==> src/rtl/egress_fsm_pkg.sv <==
// Shared egress/ingress types: AXIS source/sink structs, frame status flags and header word counts.
// The PAD state only exists when EGRESS_PAD_EN is defined.
package egress_fsm_pkg;

  localparam logic [15:0] SFD_WORD   = 16'hAAAB;
  localparam int          MAC_WORDS  = 3;
  localparam int          TYPE_WORDS = 1;
  localparam int          HDR_WORDS  = 2 * MAC_WORDS + TYPE_WORDS;

  typedef struct packed {
    logic        tvalid;
    logic [15:0] tdata;
    logic        tlast;
  } axis_source_t;

  typedef struct packed {
    logic tready;
  } axis_sink_t;

  typedef struct packed {
    logic scan_frame;
    logic scan_dst_mac;
    logic scan_src_mac;
    logic scan_type;
    logic scan_payload;
  } frame_status;

  localparam frame_status PAYLOAD_STATUS =
    '{scan_frame: 1'b1, scan_payload: 1'b1, default: 1'b0};

`ifdef EGRESS_PAD_EN
  typedef enum logic [2:0] {ST_IDLE, ST_SFD, ST_HDR, ST_PAYLOAD, ST_GAP, ST_PAD} state_e;
`else
  typedef enum logic [2:0] {ST_IDLE, ST_SFD, ST_HDR, ST_PAYLOAD, ST_GAP} state_e;
`endif

  // Header word index -> which field is on the wire.
  function automatic frame_status hdr_status(input logic [2:0] cnt);
    frame_status fs;
    fs            = '0;
    fs.scan_frame = 1'b1;
    if (int'(cnt) < MAC_WORDS)          fs.scan_dst_mac = 1'b1;
    else if (int'(cnt) < 2 * MAC_WORDS) fs.scan_src_mac = 1'b1;
    else                                fs.scan_type    = 1'b1;
    return fs;
  endfunction

endpackage

==> src/rtl/egress_fsm_if.sv <==
// Egress AXIS port: source carries tvalid/tdata/tlast, sink carries tready.
interface egress_fsm_if;
  import egress_fsm_pkg::*;

  axis_source_t source;
  axis_sink_t   sink;

  modport master (output source, input sink);
  modport slave  (input source, output sink);
endinterface

==> src/rtl/egress_fsm_pending_frame_counter.sv <==
// Saturating up/down count of frames committed to the FIFO but not yet fully drained.
module pending_frame_counter #(
  parameter int W = 4
) (
  input  logic         clk,
  input  logic         reset,
  input  logic         inc,
  input  logic         dec,
  output logic [W-1:0] count,
  output logic         overflow
);

  localparam logic [W-1:0] MAX = '1;

  logic [W-1:0] count_q, count_d;

  always_comb begin
    count_d  = count_q;
    overflow = 1'b0;
    case ({inc, dec})
      2'b10: begin
        if (count_q == MAX) overflow = 1'b1;
        else                count_d  = count_q + W'(1);
      end
      2'b01: begin
        if (count_q != '0) count_d = count_q - W'(1);
      end
      default: ;
    endcase
  end

  // NOTE: state registers use non-blocking assignments so every flop samples pre-edge values.
  always_ff @(posedge clk) begin
    if (reset) count_q <= '0;
    else       count_q <= count_d;
  end

  assign count = count_q;

endmodule

==> src/rtl/egress_fsm.sv <==
// Egress sequencer: SFD, header, payload and inter-frame gap from the packet FIFO onto AXIS.
// Define EGRESS_PAD_EN to zero-pad short frames up to MIN_FRAME_WORDS words.
module egress_fsm
  import egress_fsm_pkg::*;
#(
  parameter int FRAME_CNT_W     = 4,
  parameter int IFG_CYCLES      = 6
`ifdef EGRESS_PAD_EN
  , parameter int MIN_FRAME_WORDS = 30
`endif
) (
  input  logic               clk,
  input  logic               reset,
  input  logic [16:0]        fifo_rdata,
  input  logic               fifo_empty,
  output logic               fifo_rd_en,
  input  logic               frame_commit,
  egress_fsm_if.master       egress,
  output frame_status        status,
  output logic               underrun,
  output logic               overflow
);

  localparam int               GAP_W     = $clog2(IFG_CYCLES + 1);
  localparam logic [GAP_W-1:0] GAP_START = GAP_W'(1);
  localparam logic [GAP_W-1:0] GAP_LAST  = GAP_W'(IFG_CYCLES - 1);
  localparam logic [2:0]       HDR_LAST  = 3'(HDR_WORDS - 1);
`ifdef EGRESS_PAD_EN
  localparam logic [5:0]       MIN_LAST  = 6'(MIN_FRAME_WORDS - 1);
  localparam logic [5:0]       WORD_MAX  = 6'h3F;
`endif

  state_e             state_q, state_d;
  logic [2:0]         hdr_cnt_q, hdr_cnt_d;
  logic [GAP_W-1:0]   gap_cnt_q, gap_cnt_d;
`ifdef EGRESS_PAD_EN
  logic [5:0]         word_cnt_q, word_cnt_d;
  logic               short_frame;
`endif
  logic [FRAME_CNT_W-1:0] pending;
  logic               fifo_tlast;
  logic               handshake;
  axis_source_t       source_s;

  assign fifo_tlast    = fifo_rdata[16];
  assign egress.source = source_s;

  pending_frame_counter #(.W(FRAME_CNT_W)) u_pending (
    .clk      (clk),
    .reset    (reset),
    .inc      (frame_commit),
    .dec      (fifo_rd_en & fifo_tlast),
    .count    (pending),
    .overflow (overflow)
  );

  always_comb begin
    // NOTE: every combinational output gets a default first so no path can infer a latch.
    state_d    = state_q;
    hdr_cnt_d  = hdr_cnt_q;
    gap_cnt_d  = gap_cnt_q;
`ifdef EGRESS_PAD_EN
    word_cnt_d  = word_cnt_q;
    short_frame = 1'b0;
`endif
    source_s   = '0;
    status     = '0;
    fifo_rd_en = 1'b0;
    underrun   = 1'b0;
    handshake  = 1'b0;

    case (state_q)
      ST_IDLE: if (pending != '0) state_d = ST_SFD;

      ST_SFD: begin
        source_s.tvalid = 1'b1;
        source_s.tdata  = SFD_WORD;
        if (egress.sink.tready) begin
          state_d   = ST_HDR;
          hdr_cnt_d = '0;
`ifdef EGRESS_PAD_EN
          word_cnt_d = '0;
`endif
        end
      end

      ST_HDR, ST_PAYLOAD: begin
        source_s.tvalid = ~fifo_empty;
        source_s.tdata  = fifo_rdata[15:0];
        source_s.tlast  = fifo_tlast;
        underrun        = fifo_empty;
        status          = (state_q == ST_HDR) ? hdr_status(hdr_cnt_q) : PAYLOAD_STATUS;
`ifdef EGRESS_PAD_EN
        // A tlast arriving before the minimum length is hidden; PAD supplies the real one.
        short_frame    = fifo_tlast && (word_cnt_q < MIN_LAST);
        source_s.tlast = fifo_tlast && !short_frame;
`endif
        handshake  = source_s.tvalid & egress.sink.tready;
        fifo_rd_en = handshake;
        if (handshake) begin
`ifdef EGRESS_PAD_EN
          if (word_cnt_q != WORD_MAX) word_cnt_d = word_cnt_q + 6'd1;
`endif
          if (fifo_tlast) begin
`ifdef EGRESS_PAD_EN
            if (short_frame) begin
              state_d = ST_PAD;
            end else begin
              state_d   = ST_GAP;
              gap_cnt_d = GAP_START;
            end
`else
            state_d   = ST_GAP;
            gap_cnt_d = GAP_START;
`endif
          end else if (state_q == ST_HDR) begin
            if (hdr_cnt_q == HDR_LAST) state_d   = ST_PAYLOAD;
            else                       hdr_cnt_d = hdr_cnt_q + 3'd1;
          end
        end
      end

`ifdef EGRESS_PAD_EN
      ST_PAD: begin
        source_s.tvalid = 1'b1;
        source_s.tlast  = (word_cnt_q == MIN_LAST);
        status          = PAYLOAD_STATUS;
        if (egress.sink.tready) begin
          if (word_cnt_q != WORD_MAX) word_cnt_d = word_cnt_q + 6'd1;
          if (source_s.tlast) begin
            state_d   = ST_GAP;
            gap_cnt_d = GAP_START;
          end
        end
      end
`endif

      // The tlast cycle and the following IDLE cycle both count toward the gap,
      // so the next SFD lands exactly IFG_CYCLES+1 cycles after tlast.
      ST_GAP: begin
        if (gap_cnt_q >= GAP_LAST) begin
          state_d   = ST_IDLE;
          gap_cnt_d = '0;
        end else begin
          gap_cnt_d = gap_cnt_q + GAP_W'(1);
        end
      end

      default: state_d = ST_IDLE;
    endcase
  end

  always_ff @(posedge clk) begin
    if (reset) begin
      state_q   <= ST_IDLE;
      hdr_cnt_q <= '0;
      gap_cnt_q <= '0;
`ifdef EGRESS_PAD_EN
      word_cnt_q <= '0;
`endif
    end else begin
      state_q   <= state_d;
      hdr_cnt_q <= hdr_cnt_d;
      gap_cnt_q <= gap_cnt_d;
`ifdef EGRESS_PAD_EN
      word_cnt_q <= word_cnt_d;
`endif
    end
  end

endmodule
==> src/flat_wrapper.sv <==
// flat-port wrapper written by rule: the top's interface ports become plain ports
module egress_fsm_flat import egress_fsm_pkg::*;
#(
  parameter int FRAME_CNT_W     = 4,
  parameter int IFG_CYCLES      = 6

)
  (clk, reset, fifo_rdata, fifo_empty, fifo_rd_en, frame_commit, status, underrun, overflow, egress_source, egress_sink);
  egress_fsm_if egress_i ();
  input  logic clk;
  input  logic reset;
  input  logic [16:0] fifo_rdata;
  input  logic fifo_empty;
  output logic fifo_rd_en;
  input  logic frame_commit;
  output frame_status status;
  output logic underrun;
  output logic overflow;
  output wire logic [$bits(egress_i.source)-1:0] egress_source;
  input wire logic [$bits(egress_i.sink)-1:0] egress_sink;
  assign egress_source = egress_i.source;
  assign egress_i.sink = egress_sink;
  egress_fsm #(.FRAME_CNT_W(FRAME_CNT_W), .IFG_CYCLES(IFG_CYCLES)) u_core (.clk(clk), .reset(reset), .fifo_rdata(fifo_rdata), .fifo_empty(fifo_empty), .fifo_rd_en(fifo_rd_en), .frame_commit(frame_commit), .egress(egress_i), .status(status), .underrun(underrun), .overflow(overflow));
endmodule
==> config.mk <==
export PLATFORM = sky130hd
export DESIGN_NAME = egress_fsm_flat
export DESIGN_NICKNAME = d
export VERILOG_FILES = /design/src/rtl/egress_fsm_pkg.sv /design/src/rtl/egress_fsm_if.sv /design/src/rtl/egress_fsm_pending_frame_counter.sv /design/src/rtl/egress_fsm.sv /design/src/flat_wrapper.sv
export SDC_FILE = /design/constraint.sdc
export NUM_CORES = 1
export LEC_CHECK = 0
export BUFFER_PORTS_ARGS = -buffer_cell sky130_fd_sc_hd__buf_4
export CAP_MARGIN = 20
export CORE_UTILIZATION = 47
export CTS_CLUSTER_SIZE = 16
export DETAILED_ROUTE_END_ITERATION = 12
export GPL_TIMING_DRIVEN = 0
export MAX_ROUTING_LAYER = met4
export PLACE_DENSITY = 0.79
export SLEW_MARGIN = 20
export SYNTH_ARGS = -nofsm -noshare
export SYNTH_HDL_FRONTEND = slang
export SYNTH_HIERARCHICAL = 1
export SYNTH_SLANG_ARGS = --single-unit
==> constraint.sdc <==
create_clock -name clk -period 2.8 [get_ports clk]
set_input_delay 0.42 -clock clk [delete_from_list [all_inputs] [get_ports clk]]
set_output_delay 0.42 -clock clk [all_outputs]
set_load 0.02 [all_outputs]
==> results of run 1 <==
registers in the layout, summed over array words and instances (netlist names):
register / flops
u_core/u_pending/count: 4
u_core/hdr_cnt_q: 3
u_core/gap_cnt_q: 3
u_core/state_q: 3
metrics by stage:
step / utilization / total power (W) / area, µm² / hold WS (ns)
after floorplan: - / 0.0005092 / 1104 / 0.4723
after global placement: 0.6742 / 0.0006833 / 1491 / 0.4911
after detailed placement: 0.6742 / 0.0006939 / 1491 / 0.5074
after CTS: 0.6861 / 0.0008168 / 1518 / 0.3346
after global routing: 0.6861 / 0.0008597 / 1518 / 0.3411
final: 0.6861 / 0.0008098 / 1518 / 0.3458
kinds of logic after synthesis:
logic type	after synthesis	share of synthesized area
flip-flops	13	0.2358
AND/OR/NAND/NOR	69	0.3424
buffers and inverters	20	0.08843
AO/OA/AOI/OAI	40	0.2461
XOR/XNOR	1	0.007938
multiplexers	2	0.02267
adder cells (fa/ha/maj)	5	0.05669
synthesized netlist by cell type, types with 2 or more instances:
| cell | n |
|---|---|
| a31oi_1 | 3 |
| o21ai_0 | 5 |
| nor2_1 | 13 |
| buf_4 | 2 |
| dfxtp_1 | 13 |
| nand2_1 | 23 |
| a211oi_1 | 5 |
| clkbuf_1 | 5 |
| nor2b_1 | 2 |
| a21oi_1 | 13 |
| and2_1 | 9 |
| nand2b_1 | 2 |
| nand3b_1 | 2 |
| ha_1 | 5 |
| nor3_1 | 6 |
| or3_1 | 2 |
| inv_1 | 10 |
| buf_6 | 2 |
layer usage:
| layer | vias up | track usage | routed length [µm] |
|---|---|---|---|
| met3 | 4 | 0.03030 | 207 |
| li1 | 627 | - | - |
| met1 | 585 | 0.2629 | 1153 |
| met2 | 54 | 0.4578 | 1545 |
| met4 | 0 | 0.1065 | 36 |
| met5 | - | - | 0 |
path summary, 6_finish.rpt:
kind	cells after the start	startpoint	slack [ns]	to
setup / recovery	10	u_core/state_q[1]$_SDFFE_PP0P_	0.23	u_core/u_pending/count[2]$_SDFFE_PP0P_
hold / removal	2	reset	0.35	u_core/u_pending/count[1]$_SDFFE_PP0P_
setup reg to reg	10	u_core/state_q[1]$_SDFFE_PP0P_	0.23	u_core/u_pending/count[2]$_SDFFE_PP0P_
hold reg to reg	2	u_core/hdr_cnt_q[0]$_SDFFE_PP0P_	0.51	u_core/hdr_cnt_q[0]$_SDFFE_PP0P_
area by class of cell:
type                    count  area [µm²]
repair buffers             47       352.8
well taps                  28       35.03
clock buffers               4       26.28
multi-input cells         117       745.7
inverters                  10       37.54
plain buffers              10       60.06
flip-flops and latches     13       260.3
fillers                   198       694.4
power groups by stage:
stage,combinational [W],clock [W],sequential (W)
final,0.000474,0.000118,0.000217
after global routing,0.000509,0.000131,0.000219
after CTS,0.000476,0.000124,0.000217
after detailed placement,0.000473,0,0.000221
after global placement,0.000464,0,0.000219
after floorplan,0.000293,0,0.000217
layout by cell type (no fill, tap or decap), drive strengths merged, types with 2 or more instances in the layout:
cell     count
a2111oi      2
a211oi       5
a21oi       14
a31oi        3
and2         9
buf         52
clkbuf       9
dfxtp       13
ha           5
inv         10
nand2       23
nand2b       2
nand3b       2
nor2        13
nor2b        2
nor3         7
o21ai        5
or3          2
or3b         2
==> impl_metrics.py, run 1 <==
metrics = {
    "pwr": {
        "power_frac_comb": 0.586,
        "p_int_w": 0.0004584,
        "clockPowerShare": 0.146,
        "peakVddDrop_mv": 0.3504,
        "power_frac_seq": 0.268,
        "p_leak_nw": 0.6780,
        "sw_frac_of_total": 0.4339,
        "powerDensity_mw_per_mm2": 533.6,
        "p_sw_w": 0.0003514,
    },
    "route": {
        "finalWirelength_um": 2943,
        "drt-vias-per-instance": 5.546,
        "first_pass_iters": 4,
        "drt_iter0_markers": 35,
        "ant_nets": 0,
        "route.detailed.drc": 0,
        "vias": 1270,
        "wl_per_cell_um": 12.85,
    },
    "finish": {
        "layout.nets": 229,
        "syn_to_final_growth_pct": 37.53,
        "stdcell_count": 229,
        "drive_gt1_frac": 0.3085,
        "n_antenna_cell": 0,
    },
    "worst_setup_path": {
        "crit_type": "flop to flop",
        "cp_slowest_stage_delay_ns": 0.43,
        "cp_max_fo": 10,
        "start_kind": "flop",
        "worstSetupEndpointType": "flop",
        "crit_arrival_ns": 2.73,
        "crit_slowest_cell": "dfxtp_1",
        "crit_chain": "clkbuf_1 -> nand3b_1 -> nor2_1 -> nand2b_1 -> buf_6 -> xnor2_1 -> ha_1 -> nor4_2 -> a21oi_2 -> mux2_4",
        "path_buf_inv": 2,
        "cp_top_family": "simple AND/OR/NAND/NOR gates",
        "worstPathRequired_ns": 2.97,
    },
    "cts": {
        "cts_tree": "yes",
        "ctsHoldBuffers": 0,
        "ctsHtreeMaxLevel": 1,
        "clock_latency_ns": 0.27,
        "clk_pin_slew_ns": 0.08,
        "cts_sinks": 13,
        "ctsRootBufferMaster": "clkbuf_4",
        "cts_setup_buffers": 0,
        "cts_buffers": 3,
        "cts-resized-gates": 0,
        "cts_buffer_depth": 2,
    },
    "die": {
        "io_pins": 48,
        "die-width_um": 50.46,
        "core-area_mm2": 0.002212,
        "initial_core_util": 0.4989,
        "die-height_um": 50.46,
        "rows": 17,
        "dieArea_mm2": 0.002546,
    },
    "synthesis": {
        "syn-num-nets": 177,
        "synth_area_leaders": "dfxtp_1, nand2_1, a21oi_1",
        "syn_area_mm2": 0.001104,
        "avgSynthCellArea_um2": 7.357,
        "ys_seq_area_frac": 0.2358,
        "yosys_warnings": 6,
        "synth-seq-cells": 13,
        "synth_cells": 150,
        "synth_edf_count": 0,
        "async_flop_share": 0,
        "yosysTopAreaCellShare": 0.2358,
        "ys_types": 46,
        "synth_ff_type": "dfxtp_1",
        "synth_top_cell_by_area": "dfxtp_1",
    },
    "worst_hold_path": {
        "worstHoldPathType": "input port to flop",
    },
    "timing": {
        "setup_tns_ns": 0,
        "finalWorstSetupSlack_ns": 0.2342,
        "relSlewSlack": 0.6622,
        "post-route-period-util": 0.9164,
        "tightest_slew_ns": 0.5067,
        "fmax_mhz": 389.7,
        "min_period_ns": 2.566,
        "hold_viol_final": 0,
        "report.final.slew_viol_count": 0,
        "fin_worst_skew_ns": 0.001850,
        "grt_setup_unrepaired": "false",
        "setup_viol": 0,
    },
    "grt": {
        "grt_start_max_net_pins": 11,
        "grt_overflow": 0,
        "antenna_found_initial": 0,
        "grt_usage": 0.2481,
        "grt_pass1_vias": 1157,
        "grt_first_pass_wirelength_um": 4802,
    },
    "placed_design": {
        "pre_cts_slack_ns": 0.2843,
        "io_buffers": 47,
        "gp_congestion": 0.8069,
        "placed_cells": 225,
        "place_hpwl_um": 2262,
    },
    "outcome": {
        "status": "finished, final reports clean",
    },
    "run": {
        "maxCapViolations": 0,
    },
}
(Power assumes the default switching activity.)
==> run 2, diff against run 1 <==
--- a/config.mk
+++ b/config.mk
@@ -5,14 +5,15 @@
 export SDC_FILE = /design/constraint.sdc
 export NUM_CORES = 1
 export LEC_CHECK = 0
-export BUFFER_PORTS_ARGS = -buffer_cell sky130_fd_sc_hd__buf_4
+export ABC_AREA = 1
+export BUFFER_PORTS_ARGS = -buffer_cell sky130_fd_sc_hd__buf_2
 export CAP_MARGIN = 20
-export CORE_UTILIZATION = 47
+export CORE_UTILIZATION = 48
 export CTS_CLUSTER_SIZE = 16
 export DETAILED_ROUTE_END_ITERATION = 12
 export GPL_TIMING_DRIVEN = 0
 export MAX_ROUTING_LAYER = met4
-export PLACE_DENSITY = 0.79
+export PLACE_DENSITY = 0.8
 export SLEW_MARGIN = 20
 export SYNTH_ARGS = -nofsm -noshare
 export SYNTH_HDL_FRONTEND = slang
==> run 2 against run 1 <==
Net effect:
- critical path type unchanged
- sequential power rose by 16%
- cell count is 22% higher
- synthesized cell count rose by 34%
- non-clock buffer count fell by 6
- critical endpoint unchanged
- worst hold slack improved by 0.033 ns
- combinational power increased by 42%
- clock skew increased by 0.0029 ns
- sequential share of layout area up 0.55 points
- register-to-register slack better by 0.53 ns
==> impl_metrics.py, run 2 <==
metrics = {
    "synthesis": {
        "synth_area_leaders": "dfxtp_1, nand2_1, nor2_1",
        "yosys_warnings": 6,
        "synth.most_common_cell": "nand2_1",
        "synth_edf_count": 0,
        "avgSynthCellArea_um2": 5.839,
        "synth-seq-cells": 13,
        "synth_top_cell_by_area": "dfxtp_1",
        "ys_types": 24,
        "yosysTopAreaCellShare": 0.2217,
        "ys_seq_area_frac": 0.2217,
        "yosys-top-cells-count": "nand2_1, nor2_1, inv_1",
        "synth_cells": 201,
        "async_flop_share": 0,
        "syn-num-nets": 228,
        "synth_ff_type": "dfxtp_1",
        "syn_area_mm2": 0.001174,
    },
    "outcome": {
        "status": "finished, final reports clean",
    },
    "die": {
        "core-area_mm2": 0.002255,
        "die-height_um": 51.45,
        "io_pins": 48,
        "die-width_um": 51.45,
        "rows": 17,
        "initial_core_util": 0.5205,
        "dieArea_mm2": 0.002647,
    },
    "route": {
        "first_pass_iters": 4,
        "drt_iter0_markers": 16,
        "ant_nets": 0,
        "drt-vias-per-instance": 4.504,
        "wl_per_cell_um": 8.704,
        "route.detailed.drc": 0,
        "finalWirelength_um": 2437,
        "vias": 1261,
    },
    "grt": {
        "grt_overflow": 0,
        "grt_start_max_net_pins": 11,
        "grt_first_pass_wirelength_um": 4057,
        "antenna_found_initial": 0,
        "grt_usage": 0.2006,
        "grt_pass1_vias": 972,
    },
    "timing": {
        "tightest_slew_ns": 0.3134,
        "relSlewSlack": 0.7903,
        "fin_worst_skew_ns": 0.004736,
        "min_period_ns": 2.033,
        "post-route-period-util": 0.7262,
        "fmax_mhz": 491.8,
        "setup_viol": 0,
        "report.final.slew_viol_count": 0,
        "grt_setup_unrepaired": "false",
        "hold_viol_final": 0,
        "setup_tns_ns": 0,
    },
    "pwr": {
        "powerDensity_mw_per_mm2": 704.8,
        "p_leak_nw": 0.9097,
        "peakVddDrop_mv": 0.4825,
        "total_power_w": 0.001036,
    },
    "worst_setup_path": {
        "crit_arrival_ns": 2.21,
        "crit_type": "flop to flop",
        "start_kind": "flop",
        "worstSetupEndpointType": "flop",
        "cp_max_fo": 6,
        "r2r_cells": 13,
        "worstPathRequired_ns": 2.97,
    },
    "finish": {
        "syn_to_final_growth_pct": 25.27,
        "mostFrequentLayoutCell": "nand2_1",
        "n_antenna_cell": 0,
        "layout.nets": 280,
        "final_cell_mix": "nand2_1, buf_2, nor2_1, inv_1, dfxtp_1",
        "drive_gt1_frac": 0.3214,
        "largest_reg_flops": 4,
    },
    "cts": {
        "ctsHoldBuffers": 0,
        "cts_sinks": 13,
        "cts-resized-gates": 0,
        "ctsHtreeMaxLevel": 1,
        "cts_buffers": 3,
        "ctsRootBufferMaster": "clkbuf_4",
        "clock_latency_ns": 0.27,
        "cts_buffer_depth": 2,
        "cts_setup_buffers": 0,
        "clk_pin_slew_ns": 0.08,
        "cts_tree": "yes",
    },
    "worst_hold_path": {
        "holdPathStages": 2,
        "worstHoldPathType": "input port to flop",
    },
    "placed_design": {
        "place_hpwl_um": 2021,
        "io_buffers": 47,
        "gp_congestion": 0.8608,
    },
    "run": {
        "maxCapViolations": 0,
    },
}
==> run 2: critical path, cell delays in order, from the launching register on <==
cell and delay [ns]:
dfxtp_1 0.39, inv_2 0.14, nand3_2 0.10, nor2_1 0.27, nand2_2 0.17, xor2_1 0.16, inv_1 0.06, ha_1 0.19
inv_1 0.05, nand2_1 0.04, o21ai_1 0.11, nand3_1 0.11, nor2_1 0.10, nor2_1 0.05
==> run 2: cell families (layout without fill, tap and decap cells) <==
family / count (synthesis) / in the layout / synth area share
AND/OR/NAND/NOR: 122 / 122 / 0.4851
flip-flops: 13 / 13 / 0.2217
AO/OA/AOI/OAI: 17 / 17 / 0.08423
buffers and inverters: 42 / 93 / 0.1407
XOR/XNOR: 2 / 2 / 0.01493
adder cells (fa/ha/maj): 5 / 5 / 0.05330
==> run 2: path summary, 6_finish.rpt <==
check	start	endpoint	slack, ns
max	u_core/state_q[2]$_SDFFE_PP0P_	u_core/u_pending/count[2]$_SDFFE_PP0P_	0.77
max reg2reg	u_core/state_q[2]$_SDFFE_PP0P_	u_core/u_pending/count[2]$_SDFFE_PP0P_	0.77
min	reset	u_core/u_pending/count[3]$_SDFFE_PP0P_	0.38
min reg2reg	u_core/gap_cnt_q[1]$_SDFFE_PP0P_	u_core/gap_cnt_q[1]$_SDFFE_PP0P_	0.49
==> run 2: layout make-up <==
| class | count | area (µm²) |
|---|---|---|
| Multi-Input combinational cell | 146 | 748.2 |
| Buffer | 4 | 22.52 |
| Inverter | 38 | 142.6 |
| Fill cell | 232 | 784.5 |
| Sequential cell | 13 | 260.3 |
| Tap cell | 28 | 35.03 |
| Clock buffer | 4 | 26.28 |
| Timing Repair Buffer | 47 | 235.2 |
==> run 2: metal layers <==
| metal | routed length (µm) | global-route usage | vias up | part of all wire |
|---|---|---|---|---|
| li1 | - | - | 706 | - |
| met1 | 1220 | 0.2703 | 527 | 0.50 |
| met2 | 1073 | 0.3225 | 26 | 0.44 |
| met3 | 136 | 0.02976 | 2 | 0.056 |
| met4 | 6 | 0.03153 | 0 | 0.0025 |
| met5 | 0 | - | - | 0 |
==> run 2: where the power goes <==
group,switching [W],internal [W],total (W)
registers,0.0000395,0.000213,0.000252
logic,0.000435,0.000236,0.000671
clock network,0.0000583,0.0000551,0.000113
total,0.000532,0.000504,0.00104
==> run 2: per-stage QoR <==
| step | instances | worst slack [ns] | hold slack [ns] | util | cell area, µm² |
|---|---|---|---|---|---|
| 4_1_cts | 280 | 0.7634 | 0.3748 | 0.6521 | 1470 |
| 5_1_grt | 280 | 0.5101 | 0.3718 | 0.6521 | 1470 |
| 2_1_floorplan | 201 | 1.019 | 0.4497 | - | 1174 |
| 3_3_place_gp | 276 | 0.7129 | 0.4752 | 0.6404 | 1444 |
| 6_report | 280 | 0.7667 | 0.3786 | 0.6521 | 1470 |
| 3_5_place_dp | 276 | 0.6908 | 0.4817 | 0.6404 | 1444 |
